### src/rtl/stereo_sensor_emulator.sv
// Stereo camera pixel-bus source: each row goes out as a left line, then a right line shifted by 'shift'.
// Latency: frame_valid rises 1 cycle after enable is sampled; outputs are registered.
// Backpressure: none; free-running sensor timing. enable is sampled only in IDLE and at the end of VBLANK.
//
// Ports:
//   clock        pixel clock, rising edge
//   reset        asynchronous, active-high
//   enable       level; high starts a frame / keeps frames streaming
//   pattern_sel  test pattern (0 ramp-x, 1 ramp-y, 2 checker, 3 diagonal), latched at frame start
//   shift        right-line disparity in pixels, latched at frame start
//   frame_valid  high over lead, all lines and their horizontal blanks
//   line_valid   high for H_ACTIVE cycles per transmitted line
//   pixel_data   pixel value, 8'h00 whenever line_valid is low
//   frame_count  completed frames, wraps
module stereo_sensor_emulator #(
    parameter int H_ACTIVE = 640,
    parameter int H_BLANK  = 16,
    parameter int V_ACTIVE = 480,
    parameter int FV_LEAD  = 4,
    parameter int V_BLANK  = 32
) (
    input  logic        clock,
    input  logic        reset,
    input  logic        enable,
    input  logic [1:0]  pattern_sel,
    input  logic [5:0]  shift,
    output logic        frame_valid,
    output logic        line_valid,
    output logic [7:0]  pixel_data,
    output logic [15:0] frame_count
);

    localparam logic [2:0] IDLE   = 3'd0;
    localparam logic [2:0] LEAD   = 3'd1;
    localparam logic [2:0] ACTIVE = 3'd2;
    localparam logic [2:0] HBLANK = 3'd3;
    localparam logic [2:0] VBLANK = 3'd4;

    localparam logic [15:0] LEAD_LAST   = 16'(FV_LEAD - 1);
    localparam logic [15:0] HBLANK_LAST = 16'(H_BLANK - 1);
    localparam logic [15:0] VBLANK_LAST = 16'(V_BLANK - 1);
    localparam logic [10:0] X_LAST      = 11'(H_ACTIVE - 1);
    localparam logic [10:0] Y_LAST      = 11'(V_ACTIVE - 1);

    logic [2:0]  state, nxt_state;
    logic [15:0] cnt, nxt_cnt;
    logic [10:0] x, nxt_x;
    logic [10:0] y, nxt_y;
    logic        right, nxt_right;
    logic [1:0]  pat, nxt_pat;
    logic [5:0]  shf, nxt_shf;
    logic        fc_inc;
    logic [7:0]  xe;
    logic [7:0]  pix;

    // Next-state logic. Outputs are registered from the next-state values so
    // that pixel_data lines up with line_valid on the same cycle.
    always_comb begin
        nxt_state = state;
        nxt_cnt   = cnt;
        nxt_x     = x;
        nxt_y     = y;
        nxt_right = right;
        nxt_pat   = pat;
        nxt_shf   = shf;
        fc_inc    = 1'b0;
        case (state)
            IDLE: begin
                if (enable) begin
                    nxt_state = LEAD;
                    nxt_cnt   = 16'd0;
                    nxt_x     = 11'd0;
                    nxt_y     = 11'd0;
                    nxt_right = 1'b0;
                    nxt_pat   = pattern_sel;
                    nxt_shf   = shift;
                end
            end
            LEAD: begin
                if (cnt == LEAD_LAST) begin
                    nxt_state = ACTIVE;
                    nxt_x     = 11'd0;
                end else begin
                    nxt_cnt = cnt + 16'd1;
                end
            end
            ACTIVE: begin
                if (x == X_LAST) begin
                    nxt_state = HBLANK;
                    nxt_cnt   = 16'd0;
                end else begin
                    nxt_x = x + 11'd1;
                end
            end
            HBLANK: begin
                if (cnt == HBLANK_LAST) begin
                    if (right && (y == Y_LAST)) begin
                        // Last right line done: frame is complete on this edge.
                        nxt_state = VBLANK;
                        nxt_cnt   = 16'd0;
                        fc_inc    = 1'b1;
                    end else begin
                        nxt_state = ACTIVE;
                        nxt_x     = 11'd0;
                        nxt_right = ~right;
                        if (right) begin
                            nxt_y = y + 11'd1;
                        end
                    end
                end else begin
                    nxt_cnt = cnt + 16'd1;
                end
            end
            VBLANK: begin
                if (cnt == VBLANK_LAST) begin
                    if (enable) begin
                        nxt_state = LEAD;
                        nxt_cnt   = 16'd0;
                        nxt_x     = 11'd0;
                        nxt_y     = 11'd0;
                        nxt_right = 1'b0;
                        nxt_pat   = pattern_sel;
                        nxt_shf   = shift;
                    end else begin
                        nxt_state = IDLE;
                    end
                end else begin
                    nxt_cnt = cnt + 16'd1;
                end
            end
            default: begin
                nxt_state = IDLE;
            end
        endcase
    end

    // Only the low 8 bits of xe matter, so the sum is kept at 8 bits (mod 256).
    always_comb begin
        xe = nxt_x[7:0] + (nxt_right ? {2'b00, nxt_shf} : 8'h00);
        case (nxt_pat)
            2'd0:    pix = xe;
            2'd1:    pix = nxt_y[7:0];
            2'd2:    pix = (xe[3] ^ nxt_y[3]) ? 8'hFF : 8'h00;
            default: pix = xe + nxt_y[7:0];
        endcase
    end

    always_ff @(posedge clock or posedge reset) begin
        if (reset) begin
            state       <= IDLE;
            cnt         <= 16'd0;
            x           <= 11'd0;
            y           <= 11'd0;
            right       <= 1'b0;
            pat         <= 2'd0;
            shf         <= 6'd0;
            frame_valid <= 1'b0;
            line_valid  <= 1'b0;
            pixel_data  <= 8'h00;
            frame_count <= 16'd0;
        end else begin
            state       <= nxt_state;
            cnt         <= nxt_cnt;
            x           <= nxt_x;
            y           <= nxt_y;
            right       <= nxt_right;
            pat         <= nxt_pat;
            shf         <= nxt_shf;
            frame_valid <= (nxt_state == LEAD) || (nxt_state == ACTIVE) || (nxt_state == HBLANK);
            line_valid  <= (nxt_state == ACTIVE);
            pixel_data  <= (nxt_state == ACTIVE) ? pix : 8'h00;
            if (fc_inc) begin
                frame_count <= frame_count + 16'd1;
            end
        end
    end

endmodule

### config.mk
export PLATFORM = sky130hd
export DESIGN_NAME = stereo_sensor_emulator
export DESIGN_NICKNAME = d
export VERILOG_FILES = /design/src/rtl/stereo_sensor_emulator.sv
export SDC_FILE = /design/constraint.sdc
export NUM_CORES = 1
export LEC_CHECK = 0
export CAP_MARGIN = 30
export CORE_ASPECT_RATIO = 1.2
export CORE_MARGIN = 3
export CORE_UTILIZATION = 55
export CTS_CLUSTER_SIZE = 40
export DETAILED_ROUTE_END_ITERATION = 16
export PLACE_DENSITY = 0.8
export SYNTH_ARGS = -nofsm -noshare
export SYNTH_HDL_FRONTEND = slang
export SYNTH_SLANG_ARGS = --single-unit
### constraint.sdc
create_clock -name clock -period 6.59 [get_ports clock]
set_clock_uncertainty 0.05 [all_clocks]
set_input_delay 1.318 -clock clock [delete_from_list [all_inputs] [get_ports clock]]
set_output_delay 1.318 -clock clock [all_outputs]
set_load 0.02 [all_outputs]
==> run_summary.xml <==
<?xml version="1.0" encoding="UTF-8"?>
<metrics>
  <group name="yosys">
    <metric name="synth-simple-area-share" unit="">0.231</metric>
    <metric name="synthesis.area_per_instance" unit="µm²">9.32</metric>
    <metric name="count_of_flip_flops_with_a_built_in_enable_after_synthesis" unit="">0</metric>
    <metric name="async_flop_share" unit="">1.00</metric>
    <metric name="synth_ff_type" unit="">sky130_fd_sc_hd__dfrtp_1</metric>
    <metric name="synthesis.yosys.warnings" unit="">0</metric>
    <metric name="yosys.area.top_type_share" unit="">0.417</metric>
    <metric name="muxShareOfSynthArea" unit="">0.0409</metric>
    <metric name="synth-seq-cells" unit="">76</metric>
    <metric name="synth-compound-area-share" unit="">0.167</metric>
    <metric name="yosys.cell_types.count" unit="">68</metric>
    <metric name="syn_area" unit="mm²">0.00456</metric>
    <metric name="synth_xor_xnor_area_share" unit="">0.0558</metric>
    <metric name="synth-seq-area-share" unit="">0.417</metric>
    <metric name="postSynthNetCount" unit="">519</metric>
    <metric name="synth_area_leaders" unit="">sky130_fd_sc_hd__dfrtp_1, sky130_fd_sc_hd__ha_1, sky130_fd_sc_hd__xnor2_1</metric>
    <metric name="synthCells" unit="">489</metric>
    <metric name="synth-adder-area-share" unit="">0.0555</metric>
    <metric name="main_combinational_cell_family_by_area_after_synthesis" unit="">simple AND/OR/NAND/NOR gates</metric>
    <metric name="yosys.area.top_type" unit="">sky130_fd_sc_hd__dfrtp_1</metric>
  </group>
  <group name="setup_path">
    <metric name="end_kind" unit="">flip-flop</metric>
    <metric name="startpoint_to_endpoint_class_of_the_critical_path" unit="">reg2reg</metric>
    <metric name="ff2ff_path_depth" unit="">19</metric>
    <metric name="crit-reg2reg-capture" unit="">pixel_data[7]</metric>
    <metric name="timing.critical_path.required" unit="ns">6.79</metric>
    <metric name="critical_path.reg2reg.startpoint" unit="">cnt[13]</metric>
    <metric name="cp-endpoint" unit="">pixel_data[7]</metric>
    <metric name="start_kind" unit="">flip-flop</metric>
    <metric name="timing.critical_path.from" unit="">cnt[13]</metric>
    <metric name="path_max_fanout" unit="">9</metric>
    <metric name="reg2reg_slack" unit="ns">0.83</metric>
    <metric name="cp_data_arrival_time" unit="ns">5.96</metric>
  </group>
  <group name="routing">
    <metric name="route.detailed.drc" unit="">0</metric>
    <metric name="route.detailed.wl_per_inst" unit="µm">16.0</metric>
    <metric name="routed-via-count" unit="">3812</metric>
    <metric name="antenna_violating_nets_post_route" unit="">0</metric>
    <metric name="dr.pass1.iters" unit="">5</metric>
    <metric name="wl" unit="µm">9940</metric>
    <metric name="viasPerCell" unit="">6.15</metric>
    <metric name="drt-initial-drc-count" unit="">258</metric>
  </group>
  <group name="sta">
    <metric name="grt_setup_unrepaired" unit="">no</metric>
    <metric name="final_max_slew_viol_count" unit="">0</metric>
    <metric name="slew_headroom" unit="">0.505</metric>
    <metric name="max_slew.worst_pin.slew" unit="ns">0.743</metric>
    <metric name="timing.fmax" unit="MHz">174</metric>
    <metric name="finalSetupViolCount" unit="">0</metric>
    <metric name="totalNegativeSetupSlack" unit="ns">0</metric>
    <metric name="finalHoldViolations" unit="">0</metric>
    <metric name="final.period_utilization" unit="">0.874</metric>
    <metric name="finalCriticalPeriod" unit="ns">5.76</metric>
  </group>
  <group name="global_route">
    <metric name="overflow" unit="">0</metric>
    <metric name="grt_first_pass_wirelength" unit="µm">16600</metric>
    <metric name="antenna_found_initial" unit="">0</metric>
    <metric name="grt_max_degree" unit="">77</metric>
    <metric name="grt.busiest_layer" unit="">met2</metric>
    <metric name="global_route.usage.total" unit="">0.219</metric>
    <metric name="global_route.usage.met1" unit="">0.274</metric>
    <metric name="first_global_vias" unit="">3652</metric>
    <metric name="met3_track_demand_over_resource" unit="">0.0297</metric>
    <metric name="met2_usage" unit="">0.374</metric>
  </group>
  <group name="power_and_ir_drop">
    <metric name="power.density" unit="mW/mm²">178</metric>
    <metric name="static-leakage-power" unit="nW">2.29</metric>
    <metric name="vdd_drop_max" unit="mV">0.115</metric>
  </group>
  <group name="clocking">
    <metric name="clock_insertion_delay_worst_skew" unit="ns">0.35</metric>
    <metric name="cts-buffers-inserted" unit="">9</metric>
    <metric name="htreeDepth" unit="">3</metric>
    <metric name="cts-root-buf" unit="">sky130_fd_sc_hd__clkbuf_8</metric>
    <metric name="clk_pin_slew_worst_paths" unit="ns">0.09</metric>
    <metric name="number_of_instances_resized_during_post_cts_repair" unit="">0</metric>
    <metric name="cts_tree" unit="">yes</metric>
    <metric name="clk_path_buf_depth" unit="">2</metric>
    <metric name="postCtsHoldBufs" unit="">0</metric>
    <metric name="clock_sink_count" unit="">76</metric>
    <metric name="post-cts-setup-buffers" unit="">0</metric>
  </group>
  <group name="die">
    <metric name="num_rows" unit="">35</metric>
    <metric name="fp.dieArea" unit="mm²">0.00942</metric>
    <metric name="die_height" unit="µm">106</metric>
    <metric name="floorplan.io_pins" unit="">37</metric>
    <metric name="die_width" unit="µm">89.1</metric>
    <metric name="coreArea" unit="mm²">0.00788</metric>
    <metric name="floorplan.initialDensity" unit="">0.578</metric>
  </group>
  <group name="run_status">
    <metric name="status" unit="">complete, no violations</metric>
  </group>
  <group name="placed_design">
    <metric name="placement.io_buffers" unit="">36</metric>
    <metric name="gpl.final_weighted_congestion" unit="">0.938</metric>
    <metric name="dp_hpwl" unit="µm">7160</metric>
    <metric name="placed_area" unit="mm²">0.00497</metric>
  </group>
  <group name="layout">
    <metric name="final_core_util" unit="">0.666</metric>
    <metric name="antennaDiodeCount" unit="">0</metric>
    <metric name="synthToLayoutAreaGrowth" unit="%">15.2</metric>
    <metric name="postLayoutCellArea" unit="mm²">0.00525</metric>
    <metric name="leading_cell_type_in_the_layout_fill_and_taps_excluded" unit="">sky130_fd_sc_hd__dfrtp_1</metric>
    <metric name="mostFrequentLayoutCells" unit="">sky130_fd_sc_hd__dfrtp_1, sky130_fd_sc_hd__nand2_1, sky130_fd_sc_hd__nor2_1</metric>
    <metric name="nets" unit="">553</metric>
    <metric name="drive_above_1_share" unit="">0.0947</metric>
  </group>
  <group name="worst_hold_path">
    <metric name="holdCritPathClass" unit="">reg2reg</metric>
  </group>
  <group name="job">
    <metric name="drv.max_cap_violation_count" unit="">0</metric>
  </group>
</metrics>
==> flip-flops by register name, indices dropped and copies added (netlist names) <==
signal,flops
cnt,16
frame_valid,1
y,11
pixel_data,8
line_valid,1
x,11
right,1
shf,6
state,3
frame_count,16
pat,2
==> report_power, final <==
part / switching [mW] / internal [mW] / total (mW)
clock network: 0.190 / 0.260 / 0.450
registers: 0 / 0.466 / 0.466
logic: 0.0108 / 0.00756 / 0.0184
==> layout make-up <==
class                      instances  area [µm²]
clock buffer                       9         124
clock inverter                     7         130
fill                             617        2630
inverter                          17        63.8
multi-input combinational        379        2500
sequential                        76        1900
tap                               92         115
timing repair buffer              40         410
==> worst min path at each step <==
stage	start	to	slack (ns)	depth (start not counted)
final	frame_count[15]	frame_count[15]	0.43	1
after global routing	frame_count[15]	frame_count[15]	0.46	1
after CTS	cnt[15]	cnt[15]	0.44	1
after detailed placement	cnt[15]	cnt[15]	0.43	1
after global placement	frame_count[15]	frame_count[15]	0.41	1
after floorplan	y[10]	y[10]	0.40	1
==> kinds of logic (layout without fill, tap and decap cells) <==
family	after synthesis	in the layout
compound gates	117	117
xor+xnor	29	29
simple gates	199	199
mux	15	15
fa+ha+maj	19	19
flops	76	76
buf+inv	34	73
==> synthesized netlist by cell type (2+ instances only) <==
library cell and count:
sky130_fd_sc_hd__or2_2 3, sky130_fd_sc_hd__a31oi_1 11, sky130_fd_sc_hd__a311oi_1 2, sky130_fd_sc_hd__o21a_1 4, sky130_fd_sc_hd__nor3_1 8, sky130_fd_sc_hd__or4_1 3
sky130_fd_sc_hd__o31ai_1 5, sky130_fd_sc_hd__o21bai_1 2, sky130_fd_sc_hd__nor2_1 39, sky130_fd_sc_hd__o21ai_1 15, sky130_fd_sc_hd__a21oi_1 23, sky130_fd_sc_hd__nand4_1 8
sky130_fd_sc_hd__nor2b_1 10, sky130_fd_sc_hd__and2_1 2, sky130_fd_sc_hd__nand2_1 45, sky130_fd_sc_hd__fa_1 2, sky130_fd_sc_hd__and3_1 23, sky130_fd_sc_hd__a21o_1 4
sky130_fd_sc_hd__o41ai_1 2, sky130_fd_sc_hd__buf_6 2, sky130_fd_sc_hd__mux2_2 9, sky130_fd_sc_hd__nor3b_1 3, sky130_fd_sc_hd__xor2_1 7, sky130_fd_sc_hd__nand2b_1 6
sky130_fd_sc_hd__xnor2_1 22, sky130_fd_sc_hd__a41oi_1 4, sky130_fd_sc_hd__buf_2 6, sky130_fd_sc_hd__ha_1 17, sky130_fd_sc_hd__mux2i_1 4, sky130_fd_sc_hd__clkbuf_1 8
sky130_fd_sc_hd__nand3_1 30, sky130_fd_sc_hd__a221oi_1 2, sky130_fd_sc_hd__mux2i_4 2, sky130_fd_sc_hd__nor4_1 2, sky130_fd_sc_hd__or3_1 2, sky130_fd_sc_hd__o31ai_2 2
sky130_fd_sc_hd__nor4b_1 2, sky130_fd_sc_hd__o21ai_0 28, sky130_fd_sc_hd__dfrtp_1 76, sky130_fd_sc_hd__inv_1 16
==> critical path, stage by stage, from the launching register on <==
cell	delay, ns
sky130_fd_sc_hd__dfrtp_1	0.45
sky130_fd_sc_hd__or4_4	0.57
sky130_fd_sc_hd__nor4_1	0.49
sky130_fd_sc_hd__a21oi_1	0.22
sky130_fd_sc_hd__a21oi_1	0.36
sky130_fd_sc_hd__nand3_1	0.33
sky130_fd_sc_hd__nand2_1	0.15
sky130_fd_sc_hd__o21ai_0	0.14
sky130_fd_sc_hd__ha_1	0.26
sky130_fd_sc_hd__fa_1	0.41
sky130_fd_sc_hd__a21o_1	0.17
sky130_fd_sc_hd__a21oi_1	0.24
sky130_fd_sc_hd__o21bai_1	0.10
sky130_fd_sc_hd__a21oi_1	0.18
sky130_fd_sc_hd__xnor2_1	0.11
sky130_fd_sc_hd__ha_1	0.22
sky130_fd_sc_hd__o41ai_1	0.64
sky130_fd_sc_hd__nor3b_1	0.27
sky130_fd_sc_hd__mux2i_1	0.10
sky130_fd_sc_hd__and3_1	0.19
==> metrics by stage <==
step / setup slack (ns) / hold WS [ns] / total power [mW] / std cells
6_report: 0.830 / 0.430 / 0.934 / 620
4_1_cts: 0.869 / 0.439 / 0.939 / 619
2_1_floorplan: 1.50 / 0.396 / 0.482 / 489
3_3_place_gp: 0.926 / 0.412 / 0.492 / 602
3_5_place_dp: 0.786 / 0.425 / 0.492 / 603
5_1_grt: 0.370 / 0.455 / 0.964 / 620
==> metal layers <==
metal  vias up  share of wire
met4         0          0.020
met5         -              0
met1      1852           0.43
li1       1848              -
met2        93           0.52
met3        19          0.031
(Power assumes the default switching activity.)
